--- config.mk ---
export PLATFORM = sky130hd
export DESIGN_NAME = sprite_rom_arbiter_flat
export DESIGN_NICKNAME = d
export VERILOG_FILES = /design/src/rtl/sprite_rom_arbiter_if.sv /design/src/rtl/sprite_rom_arbiter.sv /design/src/flat_wrapper.sv
export SDC_FILE = /design/constraint.sdc
export NUM_CORES = 1
export LEC_CHECK = 0
export BUFFER_PORTS_ARGS = -buffer_cell sky130_fd_sc_hd__buf_4
export CAP_MARGIN = 40
export CORE_ASPECT_RATIO = 0.5
export CORE_MARGIN = 2
export CORE_UTILIZATION = 30
export CTS_CLUSTER_SIZE = 14
export DETAILED_ROUTE_END_ITERATION = 8
export PLACE_DENSITY = 0.64
export SLEW_MARGIN = 10
export SYNTH_ARGS = -nofsm -noshare
export SYNTH_HDL_FRONTEND = slang
export SYNTH_SLANG_ARGS = --single-unit
--- constraint.sdc ---
create_clock -name vga_clk -period 3.4 [get_ports vga_clk]
set_input_delay 0.17 -clock vga_clk [delete_from_list [all_inputs] [get_ports vga_clk]]
set_output_delay 0.17 -clock vga_clk [all_outputs]
set_load 0.03 [all_outputs]
--- src/rtl/sprite_rom_arbiter_if.sv ---
// ============================================================================
// Module : sprite_rom_arbiter_if
// Brief  : Requester-side handshake and response bundle for the sprite ROM
//          arbiter.
// Rev    : 1.0  initial release
// ============================================================================
`timescale 1ns/1ps
`default_nettype none

interface sprite_rom_arbiter_if #(
  parameter int NUM_REQ = 3,
  parameter int ADDR_W  = 10,
  parameter int DATA_W  = 4
);
  logic [NUM_REQ-1:0]        req_valid;
  logic [NUM_REQ*ADDR_W-1:0] req_addr;
  logic [NUM_REQ-1:0]        req_burst;
  logic [NUM_REQ-1:0]        req_ready;
  logic [NUM_REQ-1:0]        rsp_valid;
  logic [DATA_W-1:0]         rsp_data;

  // Requester side
  modport master (
    output req_valid, req_addr, req_burst,
    input  req_ready, rsp_valid, rsp_data
  );

  // Arbiter side
  modport slave (
    input  req_valid, req_addr, req_burst,
    output req_ready, rsp_valid, rsp_data
  );
endinterface

`default_nettype wire

--- src/rtl/sprite_rom_arbiter.sv ---
// ============================================================================
// Module : sprite_rom_arbiter
// Brief  : Round-robin arbiter with burst lock in front of a shared sprite
//          ROM (1-cycle read latency), one beat per cycle.
// Rev    : 1.0  initial release
// ============================================================================
`timescale 1ns/1ps
`default_nettype none

module sprite_rom_arbiter #(
  parameter int NUM_REQ = 3,
  parameter int ADDR_W  = 10,
  parameter int DATA_W  = 4
) (
  input  logic                 vga_clk,
  input  logic                 Reset,
  sprite_rom_arbiter_if.slave  bus,
  output logic [ADDR_W-1:0]    rom_address,
  input  logic [DATA_W-1:0]    rom_q,
  output logic                 busy
);

  localparam int PTR_W = $clog2(NUM_REQ);

  localparam logic [0:0] C_ST_IDLE   = 1'b0;
  localparam logic [0:0] C_ST_LOCKED = 1'b1;

  localparam logic [PTR_W-1:0] C_LAST_IDX = PTR_W'(NUM_REQ - 1);

  logic [0:0]          state_q,     state_d;
  logic [PTR_W-1:0]    rr_ptr_q,    rr_ptr_d;
  logic [PTR_W-1:0]    owner_q,     owner_d;
  logic [ADDR_W-1:0]   rom_addr_q,  rom_addr_d;
  logic [NUM_REQ-1:0]  rsp_valid_q, rsp_valid_d;

  logic                gnt_any;
  logic [PTR_W-1:0]    gnt_idx;
  logic [NUM_REQ-1:0]  gnt_onehot;
  logic [ADDR_W-1:0]   addr_arr [NUM_REQ];

  generate
    for (genvar i = 0; i < NUM_REQ; i++) begin : g_addr
      assign addr_arr[i] = bus.req_addr[i*ADDR_W +: ADDR_W];
    end
  endgenerate

  // --------------------------------------------------------------------------
  // State register
  // --------------------------------------------------------------------------
  always_ff @(posedge vga_clk or posedge Reset) begin
    if (Reset) begin
      state_q     <= C_ST_IDLE;
      rr_ptr_q    <= C_LAST_IDX;
      owner_q     <= '0;
      rom_addr_q  <= '0;
      rsp_valid_q <= '0;
    end else begin
      state_q     <= state_d;
      rr_ptr_q    <= rr_ptr_d;
      owner_q     <= owner_d;
      rom_addr_q  <= rom_addr_d;
      rsp_valid_q <= rsp_valid_d;
    end
  end

  // --------------------------------------------------------------------------
  // Grant selection and next-state logic
  // --------------------------------------------------------------------------
  always_comb begin
    int j;
    j       = 0;
    gnt_any = 1'b0;
    gnt_idx = '0;
    // Grants are suppressed while reset is held so nothing is accepted then.
    if (!Reset) begin
      if (state_q == C_ST_LOCKED) begin
        gnt_any = bus.req_valid[owner_q];
        gnt_idx = owner_q;
      end else begin
        for (int k = 1; k <= NUM_REQ; k++) begin
          j = int'(rr_ptr_q) + k;
          if (j >= NUM_REQ) begin
            j = j - NUM_REQ;
          end
          if (!gnt_any && bus.req_valid[j]) begin
            gnt_any = 1'b1;
            gnt_idx = PTR_W'(j);
          end
        end
      end
    end
    gnt_onehot = gnt_any ? (NUM_REQ'(1) << gnt_idx) : '0;
  end

  always_comb begin
    state_d     = state_q;
    rr_ptr_d    = rr_ptr_q;
    owner_d     = owner_q;
    rom_addr_d  = rom_addr_q;
    rsp_valid_d = gnt_onehot;
    if (gnt_any) begin
      rr_ptr_d   = gnt_idx;
      rom_addr_d = addr_arr[gnt_idx];
      case (state_q)
        C_ST_IDLE: begin
          if (bus.req_burst[gnt_idx]) begin
            state_d = C_ST_LOCKED;
            owner_d = gnt_idx;
          end
        end
        C_ST_LOCKED: begin
          if (!bus.req_burst[gnt_idx]) begin
            state_d = C_ST_IDLE;
          end
        end
        default: state_d = C_ST_IDLE;
      endcase
    end
  end

  // --------------------------------------------------------------------------
  // Outputs
  // --------------------------------------------------------------------------
  always_comb begin
    bus.req_ready = gnt_onehot;
    rom_address   = gnt_any ? addr_arr[gnt_idx] : rom_addr_q;
    bus.rsp_valid = rsp_valid_q;
    // The ROM word in this cycle belongs to the beat accepted last cycle.
    bus.rsp_data  = (|rsp_valid_q) ? rom_q : '0;
    busy          = (state_q == C_ST_LOCKED);
  end

  a_ready_onehot : assert property (@(posedge vga_clk) disable iff (Reset)
    $onehot0(bus.req_ready));
  a_ready_valid  : assert property (@(posedge vga_clk) disable iff (Reset)
    (bus.req_ready & ~bus.req_valid) == '0);
  a_ptr_range    : assert property (@(posedge vga_clk) disable iff (Reset)
    int'(rr_ptr_q) < NUM_REQ);

endmodule

`default_nettype wire

--- src/flat_wrapper.sv ---
// flat-port wrapper written by rule: the top's interface ports become plain ports
module sprite_rom_arbiter_flat 
#(
  parameter int NUM_REQ = 3,
  parameter int ADDR_W  = 10,
  parameter int DATA_W  = 4
)
  (vga_clk, Reset, rom_address, rom_q, busy, bus_req_valid, bus_req_addr, bus_req_burst, bus_req_ready, bus_rsp_valid, bus_rsp_data);
  sprite_rom_arbiter_if #(.NUM_REQ(NUM_REQ), .ADDR_W(ADDR_W), .DATA_W(DATA_W)) bus_i ();
  input  logic vga_clk;
  input  logic Reset;
  output logic [ADDR_W-1:0] rom_address;
  input  logic [DATA_W-1:0] rom_q;
  output logic busy;
  input wire logic [$bits(bus_i.req_valid)-1:0] bus_req_valid;
  input wire logic [$bits(bus_i.req_addr)-1:0] bus_req_addr;
  input wire logic [$bits(bus_i.req_burst)-1:0] bus_req_burst;
  output wire logic [$bits(bus_i.req_ready)-1:0] bus_req_ready;
  output wire logic [$bits(bus_i.rsp_valid)-1:0] bus_rsp_valid;
  output wire logic [$bits(bus_i.rsp_data)-1:0] bus_rsp_data;
  assign bus_i.req_valid = bus_req_valid;
  assign bus_i.req_addr = bus_req_addr;
  assign bus_i.req_burst = bus_req_burst;
  assign bus_req_ready = bus_i.req_ready;
  assign bus_rsp_valid = bus_i.rsp_valid;
  assign bus_rsp_data = bus_i.rsp_data;
  sprite_rom_arbiter #(.NUM_REQ(NUM_REQ), .ADDR_W(ADDR_W), .DATA_W(DATA_W)) u_core (.vga_clk(vga_clk), .Reset(Reset), .bus(bus_i), .rom_address(rom_address), .rom_q(rom_q), .busy(busy));
endmodule
==> results.md <==
* RSZ-0062 raised after global routing: false
* Io pins at 63
* Global-route wire length before repair at 5.52 mm
* Cell mode on critical path: mux2i_1
* Peak VDD IR at between 0.0002 and 0.0003 V
* Number of detailed-route iterations in the first pass at 4
* Worst path slowest cell: dfstp_2
* Clk buf depth at 2
* Setup tns final at 0 ps
* Syn nets at between 150 and 200
* # rows at 16
* Least-Margin Pin Slew at roughly 420 ps
* Crit path time final at 3130 ps
* Total Power at 1580 uW
* Vias at 1,261
* Status: completed
* Worst endpoint data arrival time at 2960 ps
* Cell Count, Final, Fillers Out at 254
* Layout area overhead at 44.8%
* Critical path's largest stage delay at 530 ps
* Critical path class: reg -> out
* Worst-path cell chain: inv_1 > ha_1 > mux2i_1 > a2bb2oi_2 > o2bb2ai_4 > mux2_2 > mux2i_1 > o21ai_0 > buf_4
* Total GRT Usage at 0.140
* DRC violations left at 0
* Diode count at 0
* Antenna Violating Nets Remaining at 0
* Clock Pin Slew Worst Setup and Hold Paths at 70 ps
* Synth top cells by count: 17 x dfrtp_1, 17 x nand2_1, 14 x mux2i_1, 8 x o21ai_0
* Largest net degree at the start of global routing at 17
* FF+latch count, synth at 18
* PortBufs at 62
* Mapped Area at between 1000 and 1500 um^2
* Asr flop ratio synth at 1.00
* H-tree levels at 1
* Worst-Skew Late Latency at approximately 250 ps
* Crit-path leading delay family: multiplexers
* Clock skew at 3.33 ps
* Post-DR wirelength/cell at 13.3 um
* Post-synth cell types at 43
* Die height at 50.5 um
* Initial antenna violation count at 0
* Synth top area cells: dfrtp_1 33%, mux2i_1 11%, nand2_1 4.9%
* Syn avg cell area at 9.55 um^2
* Post-Route WL at about 3.4 mm
* Gate Count Post-Synth at about 140
* Vias in the first global route at ~1,200
* Initial core utilization at 0.323
* Synth top area share at 0.328
* Clock Sinks at 18
* Die width at 97.1 um
* Placed Cells at roughly 250
* Nets at between 200 and 250
* Die Area at between 4000 and 5000 um^2
* Grt total ovfl at 0
* Slew Viols, Final at 0
* Sequential share of the synthesized area at 0.348
* Post-CTS Setup Bufs at 0
* Number of max-cap violations at 0
* Rel. slew slack at 0.719
* Yosys top cell by area: dfrtp_1
* Final hold violations at 0
* Root Driver: clkbuf_8
* Final setup viols at 0
* Crit end category: output port
* Layout cells sized above 1 at 0.410
* GP Congestion at approximately 0.87
* Startpoint type of the worst setup path: register
* Crit-path max FO at 10
* 1st-iter DRT viols at 21
* Vias per cell at 4.96
* Buf/Inv on CP at 2
* Fin crit share at 0.920
* Primary FF master, synth: dfrtp_1
* WP data required at 3230 ps
* Hold Crit Class: in -> reg
* HPWL Detailed at 2.78 mm
* Fin Hold WS at roughly 220 ps
* Post-synth EDFFs at 0
* TritonCTS clock tree: yes
* Max Fclk at 0.320 GHz
* Placeable Area at around 4000 um^2
* Leakage power at 0.000875 uW
* Core Util, Final at 0.467
* CTS buffer count at 3
* PD cells at between 800 and 900 nW/um^2
* Yosys Warn Count at 0
-- worst reg2reg max path, cell delays in order (launching register included) --
cell       delay (ps)
dfstp_2           530
inv_1              60
ha_1              490
mux2i_1           260
a2bb2oi_2         270
o2bb2ai_4         270
mux2_2            390
mux2i_1           110
o21ai_0           120
-- layout by cell type, fill, tap and decap left out, types with 4 or more instances in the layout --
cell type and count:
clkbuf_8 4, mux2i_1 14, o21ai_0 7, o211ai_1 6, inv_1 6, nand4_1 5
dfrtp_1 17, mux2_2 4, nand2_1 17, buf_4 66, nor2_1 6, nor2b_1 4
-- state kept, by name, summed over array words and instances, names as in the netlist --
signal	flops
u_core.rom_addr_q	10
u_core.bus.rsp_valid	3
u_core.rr_ptr_q	2
u_core.owner_q	2
u_core.busy	1
-- through the flow --
stage          setup WS (ps)  area [um^2]
3_5_place_dp             375         1810
2_1_floorplan            483         1300
5_1_grt                 29.4         1880
6_report                 274         1880
4_1_cts                 99.3         1870
3_3_place_gp             459         1810
-- logic make-up after synthesis --
logic type | after synthesis | share of synthesized area
AOI/OAI and AO/OA | 37 | 0.225
adders and majority gates | 3 | 0.0289
buffers and inverters | 14 | 0.0674
DFF | 18 | 0.348
muxes | 19 | 0.151
and+or+nand+nor | 45 | 0.179
-- repair_timing --
| action | CTS | global route |
|---|---|---|
| gates resized for setup | 0 | 3 |
| hold buffers | 1 | 0 |
| hold endpoints to repair | 6 | 0 |
| setup endpoints to repair | 0 | 10 |
-- final cells by class --
cell class	instances	area [um^2]
clock buffer	4	55.1
inverter	7	31.3
multi-input combinational	104	769
fill	395	2140
tap	54	67.6
timing repair buffer	67	505
sequential	18	452
-- layer usage --
metal | wire length, um | vias up | global-route usage
met5 | 0 | - | 0
li1 | - | 631 | -
met1 | 1540 | 611 | 0.177
met2 | 1690 | 17 | 0.244
met3 | 107 | 2 | 0.0334
met4 | 29 | 0 | 0.0352
-- report_power, final --
part,internal [uW],total (uW),switching [uW]
registers,308,365,57.1
clock network,103,173,70.7
logic,409,1040,634
total,820,1580,762
-- path summary, 6_finish.rpt --
path                                             end            startpoint  depth (start not counted)  slack (ps)
worst max-delay path                  rom_address[9]    u_core.rr_ptr_q[1]                          9         270
worst min-delay path            u_core.rom_addr_q[5]      bus_req_addr[15]                          3         220
worst max register to register  u_core.rom_addr_q[9]    u_core.rr_ptr_q[1]                          8         750
worst min register to register  u_core.rom_addr_q[3]  u_core.rom_addr_q[3]                          2         500
max in group asynchronous         u_core.rr_ptr_q[1]                 Reset                          4        2340
min in group asynchronous          u_core.owner_q[0]                 Reset                          3         480
Note: power is estimated with default switching activity, not from simulation.
